## src/rtl/bt_pkg.sv

```systemverilog
// Shared types and constants for the BTB update path.
//   bt_rec_t  : one resolved-branch record as held in the update FIFO.
//   BTUpdate  : 67-bit BTB update word. The two reserved bits sit at [35] and [3].
//   bt_issue  : turns a stored record into an update word with valid set.
package bt_pkg;

    localparam int unsigned BTU_W       = 67;
    localparam int unsigned BTU_SRC_LSB = 36;
    localparam int unsigned BTU_DST_LSB = 4;

    typedef struct packed {
        logic [30:0] src;
        logic [30:0] dst;
        logic        isJump;
        logic        compr;
    } bt_rec_t;

    typedef struct packed {
        logic [30:0] src;     // [66:36]
        logic        rsvd35;  // [35]
        logic [30:0] dst;     // [34:4]
        logic        rsvd3;   // [3]
        logic        isJump;  // [2]
        logic        compr;   // [1]
        logic        valid;   // [0]
    } BTUpdate;

    function automatic BTUpdate bt_issue(input bt_rec_t r);
        BTUpdate u;
        u        = '0;
        u.src    = r.src;
        u.dst    = r.dst;
        u.isJump = r.isJump;
        u.compr  = r.compr;
        u.valid  = 1'b1;
        return u;
    endfunction

endpackage

```

## src/rtl/bt_update_fifo.sv

```systemverilog
// Dual-write, single-read circular buffer of branch records.
// Ports:
//   clk, rst          clock, async active-high reset
//   wr0_en/wr0_data   first write, lands at the write pointer
//   wr1_en/wr1_data   second write, lands after wr0 when both are enabled
//   pop               remove the head entry this edge
//   head              record at the read pointer
//   count             number of occupied entries
//   full              registered (count after this edge == DEPTH)
//   keep              per-slot flag: occupied and not being popped this cycle
//   entry_src         source PC of every slot, for duplicate matching
module bt_update_fifo
    import bt_pkg::*;
#(
    parameter int unsigned DEPTH = 4
) (
    input  logic                              clk,
    input  logic                              rst,
    input  logic                              wr0_en,
    input  bt_rec_t                           wr0_data,
    input  logic                              wr1_en,
    input  bt_rec_t                           wr1_data,
    input  logic                              pop,
    output bt_rec_t                           head,
    output logic [$clog2(DEPTH):0]            count,
    output logic                              full,
    output logic [DEPTH-1:0]                  keep,
    output logic [DEPTH-1:0][30:0]            entry_src
);

    localparam int unsigned PW = $clog2(DEPTH);
    localparam int unsigned CW = PW + 1;

    bt_rec_t        mem [DEPTH];
    logic [PW-1:0]  rd_ptr;
    logic [PW-1:0]  wr_ptr;
    logic [CW-1:0]  count_next;
    logic [PW-1:0]  wr1_ptr;

    assign count_next = count + CW'(wr0_en) + CW'(wr1_en) - CW'(pop);
    assign wr1_ptr    = wr0_en ? wr_ptr + PW'(1) : wr_ptr;
    assign head       = mem[rd_ptr];

    always_comb begin
        keep      = '0;
        entry_src = '0;
        for (int unsigned i = 0; i < DEPTH; i++) begin
            logic [PW-1:0] off;
            off          = PW'(i) - rd_ptr;
            keep[i]      = ({1'b0, off} < count) && !(pop && (PW'(i) == rd_ptr));
            entry_src[i] = mem[i].src;
        end
    end

    always_ff @(posedge clk or posedge rst) begin
        if (rst) begin
            rd_ptr <= '0;
            wr_ptr <= '0;
            count  <= '0;
            full   <= 1'b0;
        end else begin
            rd_ptr <= rd_ptr + PW'(pop);
            wr_ptr <= wr_ptr + PW'(wr0_en) + PW'(wr1_en);
            count  <= count_next;
            full   <= (count_next == CW'(DEPTH));
        end
    end

    // Storage needs no reset: occupancy is tracked by count alone.
    always_ff @(posedge clk) begin
        if (wr0_en) mem[wr_ptr]  <= wr0_data;
        if (wr1_en) mem[wr1_ptr] <= wr1_data;
    end

endmodule

```

## src/rtl/bt_update_queue.sv

```systemverilog
// Collects resolved branches from two execution ports and feeds the BTB one
// update per cycle, suppressing duplicate source PCs and dropping on overflow.
// Ports:
//   clk, rst                    clock, async active-high reset
//   IN_br{0,1}Valid/Src/Dst/IsJump/Compr   branch records, port 0 has priority
//   IN_stall                    BTB busy: no issue, inputs still queued
//   OUT_btUpdate                registered 67-bit update word, [0] = valid
//   OUT_full                    FIFO holds DEPTH entries
//   OUT_dropCount               saturating count of overflow drops
module bt_update_queue
    import bt_pkg::*;
#(
    parameter int unsigned DEPTH = 4,
    parameter int unsigned CNT_W = 8
) (
    input  logic              clk,
    input  logic              rst,
    input  logic              IN_br0Valid,
    input  logic [30:0]       IN_br0Src,
    input  logic [30:0]       IN_br0Dst,
    input  logic              IN_br0IsJump,
    input  logic              IN_br0Compr,
    input  logic              IN_br1Valid,
    input  logic [30:0]       IN_br1Src,
    input  logic [30:0]       IN_br1Dst,
    input  logic              IN_br1IsJump,
    input  logic              IN_br1Compr,
    input  logic              IN_stall,
    output logic [BTU_W-1:0]  OUT_btUpdate,
    output logic              OUT_full,
    output logic [CNT_W-1:0]  OUT_dropCount
);

    localparam int unsigned PW = $clog2(DEPTH);
    localparam int unsigned CW = PW + 1;
    localparam int unsigned DW = CNT_W + 1;

    bt_rec_t                rec0, rec1, head;
    logic [CW-1:0]          count;
    logic [DEPTH-1:0]       keep;
    logic [DEPTH-1:0][30:0] entry_src;
    logic                   pop;
    logic                   dup0_q, dup1_q, acc0, acc1;
    logic                   bypass, byp0, byp1, want0, want1, wr0, wr1;
    logic [CW-1:0]          free_slots;
    logic [1:0]             ndrop;
    logic [DW-1:0]          drop_sum;
    logic [CNT_W-1:0]       drop_cnt, drop_next;
    BTUpdate                out_q;

    assign rec0 = {IN_br0Src, IN_br0Dst, IN_br0IsJump, IN_br0Compr};
    assign rec1 = {IN_br1Src, IN_br1Dst, IN_br1IsJump, IN_br1Compr};
    assign pop  = !IN_stall && (count != '0);

    always_comb begin
        dup0_q = 1'b0;
        dup1_q = 1'b0;
        for (int unsigned i = 0; i < DEPTH; i++) begin
            if (keep[i] && (entry_src[i] == IN_br0Src)) dup0_q = 1'b1;
            if (keep[i] && (entry_src[i] == IN_br1Src)) dup1_q = 1'b1;
        end
        acc0 = IN_br0Valid && !dup0_q;
        // Matching an accepted port-0 record also covers the case where that
        // record is the one being bypassed.
        acc1 = IN_br1Valid && !dup1_q && !(acc0 && (IN_br1Src == IN_br0Src));

        bypass = !IN_stall && (count == '0) && (acc0 || acc1);
        byp0   = bypass && acc0;
        byp1   = bypass && !acc0;
        want0  = acc0 && !byp0;
        want1  = acc1 && !byp1;

        free_slots = CW'(DEPTH) - count + CW'(pop);
        wr0        = want0 && (free_slots >= CW'(1));
        wr1        = want1 && (free_slots >= (wr0 ? CW'(2) : CW'(1)));
        ndrop      = 2'(want0 && !wr0) + 2'(want1 && !wr1);

        drop_sum  = {1'b0, drop_cnt} + DW'(ndrop);
        drop_next = drop_sum[CNT_W] ? '1 : drop_sum[CNT_W-1:0];
    end

    bt_update_fifo #(
        .DEPTH(DEPTH)
    ) u_fifo (
        .clk      (clk),
        .rst      (rst),
        .wr0_en   (wr0),
        .wr0_data (rec0),
        .wr1_en   (wr1),
        .wr1_data (rec1),
        .pop      (pop),
        .head     (head),
        .count    (count),
        .full     (OUT_full),
        .keep     (keep),
        .entry_src(entry_src)
    );

    always_ff @(posedge clk or posedge rst) begin
        if (rst) begin
            out_q    <= '0;
            drop_cnt <= '0;
        end else begin
            out_q.valid <= 1'b0;
            if (pop)       out_q <= bt_issue(head);
            else if (byp0) out_q <= bt_issue(rec0);
            else if (byp1) out_q <= bt_issue(rec1);
            drop_cnt <= drop_next;
        end
    end

    assign OUT_btUpdate  = out_q;
    assign OUT_dropCount = drop_cnt;

endmodule

```

## config.mk

```make
export PLATFORM = sky130hd
export DESIGN_NAME = bt_update_queue
export DESIGN_NICKNAME = d
export VERILOG_FILES = /design/src/rtl/bt_pkg.sv /design/src/rtl/bt_update_fifo.sv /design/src/rtl/bt_update_queue.sv
export SDC_FILE = /design/constraint.sdc
export NUM_CORES = 1
export LEC_CHECK = 0
export CAP_MARGIN = 20
export CORE_MARGIN = 2
export CORE_UTILIZATION = 60
export CTS_CLUSTER_SIZE = 16
export DETAILED_ROUTE_END_ITERATION = 16
export GPL_ROUTABILITY_DRIVEN = 0
export PLACE_DENSITY_LB_ADDON = 0.12
export SLEW_MARGIN = 20
export SYNTH_ARGS = -nofsm -noshare
export SYNTH_HDL_FRONTEND = slang
export SYNTH_HIERARCHICAL = 1
export SYNTH_SLANG_ARGS = --single-unit
```

## constraint.sdc

```tcl
create_clock -name clk -period 17.8 [get_ports clk]
set_input_delay 1.78 -clock clk [delete_from_list [all_inputs] [get_ports clk]]
set_output_delay 1.78 -clock clk [all_outputs]
set_load 0.01 [all_outputs]
```

==> results of run 1 <==
-- synth_stat cells, types with 39 or more instances --
library cell and count:
inv_1 145, edfxtp_1 256, buf_4 137, dfrtp_1 81
mux2_1 49, mux2_2 207, nand4_1 65, buf_2 72
a22oi_1 67, mux4_2 64, xnor2_1 245, xor2_1 39
o221ai_2 50
-- routing by layer --
| layer | vias up | part of all wire |
|---|---|---|
| li1 | 5975 | - |
| met1 | 7028 | 0.41 |
| met2 | 727 | 0.47 |
| met3 | 146 | 0.084 |
| met4 | 0 | 0.040 |
| met5 | - | 0 |
-- metrics by stage --
| step | power (mW) | util |
|---|---|---|
| floorplan | 3.06 | - |
| global placement | 3.55 | 0.639 |
| detailed placement | 3.59 | 0.639 |
| CTS | 4.41 | 0.676 |
| global route | 4.62 | 0.676 |
| finish | 4.42 | 0.676 |
-- worst max path at each step --
stage	to	slack, ns	depth (start not counted)
finish	u_fifo/mem[3][38]$_DFFE_PP_	11.05	18
global route	u_fifo/mem[1][42]$_DFFE_PP_	10.67	18
CTS	u_fifo/mem[1][51]$_DFFE_PP_	11.10	18
detailed placement	u_fifo/mem[1][30]$_DFFE_PP_	10.56	18
global placement	u_fifo/mem[1][29]$_DFFE_PP_	10.68	18
floorplan	u_fifo/mem[2][0]$_DFFE_PP_	10.76	18
-- flip-flops by register name, indices dropped and copies added (netlist names) --
| signal | count |
|---|---|
| u_fifo/mem | 256 |
| u_fifo/rd_ptr | 2 |
| OUT_dropCount | 8 |
| u_fifo/count | 3 |
| u_fifo/full | 1 |
| OUT_btUpdate | 65 |
| u_fifo/wr_ptr | 2 |
-- cell families (layout without fill, tap and decap cells) --
family,after synthesis,in the layout,share of synthesized area
flops,337,337,0.453
mux,321,321,0.202
simple gates,133,133,0.0373
other cells,1,2,0.000175
fa+ha+maj,23,23,0.0148
buf+inv,406,440,0.103
xor+xnor,284,284,0.116
compound gates,158,158,0.0735
-- area by class of cell --
| type | count | area (sq um) |
|---|---|---|
| fill | 2654 | 11500 |
| clock inverter | 19 | 246 |
| tap | 461 | 577 |
| sequential | 337 | 9720 |
| multi-input combinational | 921 | 9580 |
| timing repair buffer | 224 | 2200 |
| inverter | 146 | 549 |
| clock buffer | 51 | 1040 |
-- worst register-to-register path: cells and delay by family (launching register included) --
family | cells | cell delay (ns)
buffers and inverters | 4 | 2.09
and+or+nand+nor | 8 | 1.55
AOI/OAI and AO/OA | 5 | 1.12
adders and majority gates | 2 | 0.63
muxes | 1 | 0.49
DFF | 1 | 0.34
-- power by group --
group	switching, mW	total [mW]	internal (mW)
registers	0.282	1.63	1.35
clock network	0.331	0.805	0.474
logic	1.04	1.98	0.937
total	1.65	4.42	2.76
==> reports/metrics.yaml, run 1 <==
outcome:
  status: "finished clean"
setup_path:
  reg2reg_setup_slack_ns: 11.36
  crit_path_end_kind: "flip-flop"
  slowest_stage: "a21o_2"
  critical_path.reg2reg.startpoint: "u_fifo/rd_ptr[1]$_DFF_PP0_"
  rr_endpoint: "u_fifo/mem[1][27]$_DFFE_PP_"
  start_kind: "input pin"
  worstPathMaxFanout: 33
  reg2reg_depth: 20
  critPathKind: "in -> reg"
  crit_buf_inv: 5
  cp.required_ns: 17.98
  worst-endpoint-arrival_ns: 6.93
  critPathTopFamily: "buffers and inverters"
  max_stage_delay_ns: 0.79
  cpMostUsedCell: "buf_4"
  crit_chain: "clkdlybuf4s50_1, or2_2, inv_2, a2bb2oi_1, nand4_1, nor4_1, a221oi_1, and2_1, nand3_1, ha_1, nand2b_1, a211o_1, nor3b_1, buf_4, inv_1, o41ai_4, a21o_2, buf_4"
  cp-startpoint: "IN_stall"
clocking:
  cts-resized-gates: 0
  clock_sinks: 337
  clk_root_buffer_cell: "clkbuf_16"
  cts_setup_buffers: 0
  htree_levels: 2
  clk_pin_slew_ns: 0.06
  cts_tree: "done"
  cts_hold_buf: 0
  clock_latency_ns: 0.55
  numCtsBuffers: 38
  ctsLongestPathBuffers: 3
global_route:
  grt_busiest_layer: "met2"
  use_met3: 0.0563
  met2_usage: 0.514
  grt_pass1_vias: 14300
  grt_usage: 0.326
  grt_max_degree: 70
  overflow: 0
  grt_pass1_wl_mm: 89.7
  use_met1: 0.450
  antenna_found_initial: 2
floorplanning:
  ioPinCount: 209
  fp.dieH_microns: 193
  rows: 69
  start_util: 0.606
  core_region_area_sq_mm: 0.0354
  design.die.area_sq_mm: 0.0373
  die_w_microns: 193
placement:
  post-dp-hpwl_mm: 39.2
  dp.cells: 2089
  placed_area_sq_mm: 0.0226
  io_buffers: 206
  dp_slack_ns: 10.56
logic_synthesis:
  synth_cells: 1663
  synth_seq_area_share: 0.453
  synth_edf_count: 256
  synth_top_area_frac: 0.359
  async_reset_ff_frac: 0.240
  yosysTopAreaCell: "edfxtp_1"
  synth.avg_cell_area_sq_um: 12.9
  synth_cell_type_count: 49
  synth_area_leaders: "edfxtp_1, mux2_2, xnor2_1, dfrtp_1, mux4_2"
  synthFlopType: "edfxtp_1"
  ys_ff_latch: 337
  ys_warn_count: 6
  syn_area_sq_mm: 0.0214
final_layout:
  final_cell_mix: "edfxtp_1, xnor2_1, mux2_2, clkdlybuf4s50_1, inv_1"
  fin_area_sq_mm: 0.0239
  fin_nets: 1824
  insertedDiodeCount: 0
  final_common_cell: "edfxtp_1"
  drive_gt1_frac: 0.243
  area_growth_pct: 11.5
  final_cell_count_no_fill: 2159
drt:
  vias: 13900
  drtAntennaViolNets: 0
  first_iter_violations: 1586
  routedWlPerCell_microns: 27.6
  drcViolationCount: 0
  via_per_inst: 6.43
  first_pass_iters: 6
  wl_mm: 59.6
sta:
  finClkSkew_ns: 0.0145
  setup_ws_ns: 11.05
  fmax_mhz: 148
  slew_viol_final: 0
  hold_violations: 0
  relSlewSlack: 0.228
  fin_setup_tns_ns: 0
  setup_viol: 0
  worstMarginPinSlew_ns: 1.16
  rsz0062_at_grt: "no"
  hold_ws_ns: 0.529
  post-route-period-util: 0.379
  post-route-min-period_ns: 6.75
power_and_ir_drop:
  p_per_area_mw_per_mm2: 185
  p_leak_nw: 8.40
  ir_drop_v: 0.000139
worst_hold_path:
  hold-path-cell-count: 2
  hold_path_class: "reg -> reg"
  min_from: "OUT_btUpdate[49]$_DFFE_PP0P_"
  hold_end: "OUT_btUpdate[49]$_DFFE_PP0P_"
flow_run:
  cap_viol_max_count: 0
Power figures use the tool's default switching activity.
==> run 2: changes to the inputs <==
--- a/config.mk
+++ b/config.mk
@@ -7,7 +7,7 @@
 export LEC_CHECK = 0
 export CAP_MARGIN = 20
 export CORE_MARGIN = 2
-export CORE_UTILIZATION = 60
+export CORE_UTILIZATION = 59
 export CTS_CLUSTER_SIZE = 16
 export DETAILED_ROUTE_END_ITERATION = 16
 export GPL_ROUTABILITY_DRIVEN = 0
==> constraint.sdc (replaced) <==
create_clock -name clk -period 7.1 [get_ports clk]
set_input_delay 0.71 -clock clk [delete_from_list [all_inputs] [get_ports clk]]
set_output_delay 0.71 -clock clk [all_outputs]
set_load 0.01 [all_outputs]
==> reports/metrics.yaml, run 2 (same netlist as run 1, synthesis figures left out) <==
floorplanning:
  rows: 69
  core_region_area_sq_mm: 0.0357
  start_util: 0.601
  fp.dieH_microns: 195
  design.die.area_sq_mm: 0.0379
  ioPinCount: 209
  die_w_microns: 195
sta:
  finClkSkew_ns: 0.0174
  setup_viol: 0
  slew_viol_final: 0
  post-route-period-util: 0.834
  hold_ws_ns: 0.523
  rsz0062_at_grt: "no"
  post-route-min-period_ns: 5.92
  worstMarginPinSlew_ns: 1.13
  fin_setup_tns_ns: 0
  relSlewSlack: 0.246
  fmax_mhz: 169
  hold_violations: 0
clocking:
  cts_hold_buf: 0
  cts_setup_buffers: 0
  clock_latency_ns: 0.55
  clk_root_buffer_cell: "clkbuf_16"
  numCtsBuffers: 38
  ctsLongestPathBuffers: 3
  clock_sinks: 337
  htree_levels: 2
  cts-resized-gates: 0
  cts_tree: "done"
  clk_pin_slew_ns: 0.06
setup_path:
  crit_path_end_kind: "flip-flop"
  worst-endpoint-arrival_ns: 6.21
  cp.required_ns: 7.39
  critPathKind: "reg -> reg"
  worstPathMaxFanout: 68
  start_kind: "flip-flop"
global_route:
  grt_usage: 0.316
  antenna_found_initial: 2
  overflow: 0
  grt_pass1_wl_mm: 90.3
  grt_max_degree: 69
  grt_pass1_vias: 14300
final_layout:
  largest_reg_flops: 256
  drive_gt1_frac: 0.246
  area_growth_pct: 11.8
  final_cell_mix: "edfxtp_1, xnor2_1, mux2_2, clkdlybuf4s50_1, inv_1"
  fin_nets: 1829
  finish.utilization: 0.673
  fillers: 2599
  top_register: "u_fifo/mem"
  final_common_cell: "edfxtp_1"
power_and_ir_drop:
  p_total_mw: 11.1
  clkPwrFrac: 0.180
  switching_power_mw: 4.19
  power.share.combinational: 0.456
  swShare: 0.376
  power.internal_mw: 6.94
  ir_drop_v: 0.000387
  p_per_area_mw_per_mm2: 464
  seqPwrFrac: 0.364
  p_leak_nw: 8.44
placement:
  post-dp-hpwl_mm: 39.9
  io_buffers: 206
drt:
  wl_mm: 60.0
  drtAntennaViolNets: 0
  routedWlPerCell_microns: 27.7
  vias: 13900
  first_pass_iters: 11
  via_per_inst: 6.44
  drcViolationCount: 0
  first_iter_violations: 1353
flow_run:
  cap_viol_max_count: 0
outcome:
  status: "finished clean"
worst_hold_path:
  hold_path_class: "in -> async"
-- run 2: cell count changes in the layout (fill, tap and decap cells not counted), sizes merged --
cell	previous run	this run
diode	0	1
buf	18	23
clkinv	13	17
inv	146	145
clkinvlp	2	0
clkbuf	51	49
-- run 2: layout make-up --
| type | instances | area (sq um) | area share |
|---|---|---|---|
| Clock inverter | 20 | 243 | 0.0101 |
| Sequential cell | 337 | 9720 | 0.405 |
| Antenna cell | 1 | 2.50 | 0.000104 |
| Clock buffer | 49 | 1020 | 0.0426 |
| Multi-Input combinational cell | 921 | 9590 | 0.400 |
| Tap cell | 461 | 577 | 0.0241 |
| Timing Repair Buffer | 229 | 2270 | 0.0948 |
| Inverter | 146 | 549 | 0.0229 |
-- run 2: power groups by stage --
stage | combinational, mW | clock [mW] | sequential (mW)
floorplan | 3.87 | 0 | 3.80
global placement | 4.94 | 0 | 4.02
detailed placement | 5.01 | 0 | 4.07
CTS | 5.06 | 2.03 | 4.04
global route | 5.37 | 2.10 | 4.13
finish | 5.08 | 2.01 | 4.05
-- run 2: per-layer routing --
metal	routed length, microns	vias up	share of wire	GRT usage
met3	4880	151	0.081	0.0484
li1	-	5995	-	-
met1	24000	7063	0.40	0.428
met2	29000	730	0.48	0.519
met4	2180	2	0.036	0.117
met5	11	-	0.00018	0
-- run 2: worst max-delay path, cell delays in order (launching register included) --
cell and delay (ns):
dfrtp_2 0.40, buf_4 0.46, ha_1 0.37, nor2_1 0.10
a2bb2oi_1 0.46, nand4_1 0.15, nor4_1 0.51, a22oi_1 0.18
and2_1 0.25, nand3_1 0.14, ha_1 0.25, nand2b_1 0.14
a211o_1 0.30, nor3b_1 0.17, buf_4 0.18, nor4bb_1 0.16
a41oi_4 0.25, buf_4 0.68, mux2_2 0.42
-- run 2: per-stage QoR --
stage / std cells / worst slack, ns / cell area [sq um]
detailed placement: 2094 / 1.23 / 22700
floorplan: 1664 / 0.792 / 21400
global placement: 2094 / 1.26 / 22700
CTS: 2163 / 1.31 / 24000
global route: 2164 / 1.01 / 24000
finish: 2164 / 1.18 / 24000
-- run 2: path summary, 6_finish.rpt --
kind | start | endpoint | slack (ns) | cells past startpoint
hold reg to reg | OUT_dropCount[7]$_DFF_PP0_ | OUT_dropCount[7]$_DFF_PP0_ | 0.53 | 1
setup reg to reg | u_fifo/rd_ptr[1]$_DFF_PP0_ | u_fifo/mem[1][27]$_DFFE_PP_ | 1.18 | 18
hold / removal | rst | u_fifo/wr_ptr[0]$_DFF_PP0_ | 0.52 | 2
max in group asynchronous | rst | OUT_btUpdate[40]$_DFFE_PP0P_ | 5.38 | 3
setup / recovery | u_fifo/rd_ptr[1]$_DFF_PP0_ | u_fifo/mem[1][27]$_DFFE_PP_ | 1.18 | 18
min in group clk | OUT_dropCount[7]$_DFF_PP0_ | OUT_dropCount[7]$_DFF_PP0_ | 0.53 | 1
==> run 3: changes to the inputs <==
==> constraint.sdc (replaced) <==
create_clock -name clk -period 5.9 [get_ports clk]
set_input_delay 0.59 -clock clk [delete_from_list [all_inputs] [get_ports clk]]
set_output_delay 0.59 -clock clk [all_outputs]
set_load 0.01 [all_outputs]
==> reports/metrics.yaml, run 3 (same netlist as run 1, synthesis figures left out) <==
sta:
  post-route-min-period_ns: 5.20
  finClkSkew_ns: 0.0181
  hold_ws_ns: 0.435
  relSlewSlack: 0.289
  hold_violations: 0
  slew_viol_final: 0
  rsz0062_at_grt: "no"
  fin_setup_tns_ns: 0
  post-route-period-util: 0.881
  setup_ws_ns: 0.701
  setup_viol: 0
  fmax_mhz: 192
  worstMarginPinSlew_ns: 1.07
clocking:
  clock_latency_ns: 0.54
  numCtsBuffers: 38
  clk_root_buffer_cell: "clkbuf_16"
  cts_setup_buffers: 0
  cts_hold_buf: 0
  cts-resized-gates: 0
  cts_tree: "done"
  htree_levels: 2
  ctsLongestPathBuffers: 3
  clock_sinks: 337
  clk_pin_slew_ns: 0.06
final_layout:
  finish.utilization: 0.676
  final_cell_mix: "edfxtp_1, xnor2_1, mux2_2, clkdlybuf4s50_1, inv_1"
  fin_nets: 1840
  fin_area_sq_mm: 0.0241
  area_growth_pct: 12.4
  final_cell_count_no_fill: 2175
  largest_reg_flops: 256
  top_register: "u_fifo/mem"
  final_common_cell: "edfxtp_1"
  drive_gt1_frac: 0.250
  insertedDiodeCount: 0
placement:
  io_buffers: 206
  post-dp-hpwl_mm: 40.7
  dp_slack_ns: 0.641
  placed_area_sq_mm: 0.0228
  dp.cells: 2105
drt:
  drtAntennaViolNets: 0
  via_per_inst: 6.40
  first_pass_iters: 7
  wl_mm: 60.4
  vias: 13900
  first_iter_violations: 1421
  routedWlPerCell_microns: 27.8
  drcViolationCount: 0
setup_path:
  worst-endpoint-arrival_ns: 5.36
  crit_chain: "inv_1, ha_1, inv_1, ha_1, a21oi_1, a2bb2oi_1, nand4_1, nor4_1, a221oi_1, and2_1, nand3_1, ha_1, nand2b_1, a211o_1, nor3b_1, buf_4, nor4bb_1, a41oi_4, buf_12, nand2_4, buf_4"
  reg2reg_depth: 21
  rr_endpoint: "u_fifo/mem[1][54]$_DFFE_PP_"
  max_stage_delay_ns: 0.48
  cp.depth: 21
  critPathTopFamily: "simple AND/OR/NAND/NOR gates"
  critPathKind: "reg -> reg"
  cp.required_ns: 6.06
  start_kind: "flip-flop"
  crit_path_end_kind: "flip-flop"
  setup.worst_path.end: "u_fifo/mem[1][54]$_DFFE_PP_"
  cp-startpoint: "u_fifo/rd_ptr[0]$_DFF_PP0_"
  reg2reg_setup_slack_ns: 0.70
  cpMostUsedCell: "ha_1"
  slowest_stage: "buf_4"
  worstPathMaxFanout: 46
  crit_buf_inv: 5
  critical_path.reg2reg.startpoint: "u_fifo/rd_ptr[0]$_DFF_PP0_"
floorplanning:
  start_util: 0.601
  fp.dieH_microns: 195
  core_region_area_sq_mm: 0.0357
  ioPinCount: 209
  rows: 69
  die_w_microns: 195
  design.die.area_sq_mm: 0.0379
worst_hold_path:
  hold_path_class: "in -> async"
power_and_ir_drop:
  p_leak_nw: 8.50
  ir_drop_v: 0.000370
  p_total_mw: 13.5
  p_per_area_mw_per_mm2: 558
global_route:
  use_met1: 0.436
  met2_usage: 0.517
  antenna_found_initial: 0
  grt_pass1_vias: 14500
  grt_busiest_layer: "met2"
  grt_usage: 0.321
  grt_max_degree: 67
  grt_pass1_wl_mm: 91.8
  overflow: 0
  use_met3: 0.0588
outcome:
  status: "finished clean"
flow_run:
  cap_viol_max_count: 0
## run 3: cell count changes in the layout (fill, tap and decap cells not counted), moves of 2 or more
| cell | previous run | this run |
|---|---|---|
| clkinv_8 | 2 | 0 |
| clkbuf_1 | 8 | 11 |
| buf_4 | 20 | 28 |
| clkinv_2 | 10 | 7 |
| buf_12 | 3 | 6 |
| clkinv_1 | 4 | 2 |
| clkbuf_8 | 3 | 6 |
## run 3: worst min-delay path by stage
stage | from | end | depth (start not counted)
final | rst | u_fifo/wr_ptr[0]$_DFF_PP0_ | 2
after global routing | rst | u_fifo/wr_ptr[0]$_DFF_PP0_ | 2
after CTS | rst | u_fifo/wr_ptr[0]$_DFF_PP0_ | 2
after detailed placement | OUT_btUpdate[23]$_DFFE_PP0P_ | OUT_btUpdate[23]$_DFFE_PP0P_ | 2
after global placement | OUT_dropCount[7]$_DFF_PP0_ | OUT_dropCount[7]$_DFF_PP0_ | 1
after floorplan | rst | u_fifo/count[0]$_DFF_PP0_ | 1
## run 3: cell type report
cell class | instances | area [sq um]
Multi-Input combinational cell | 921 | 9590
Clock buffer | 56 | 1100
Sequential cell | 337 | 9720
Tap cell | 461 | 577
Inverter | 146 | 549
Fill cell | 2612 | 11600
Clock inverter | 14 | 164
Timing Repair Buffer | 240 | 2390
## run 3: metal layers
layer	up-vias	wire (microns)
met5	-	0
met3	157	4990
met2	707	28700
met4	0	2290
li1	6022	-
met1	7038	24400
## run 3: power breakdown
group | switching [mW] | internal (mW) | total [mW]
Combinational | 3.24 | 2.93 | 6.17
Sequential | 0.812 | 4.06 | 4.87
Clock | 0.985 | 1.43 | 2.42
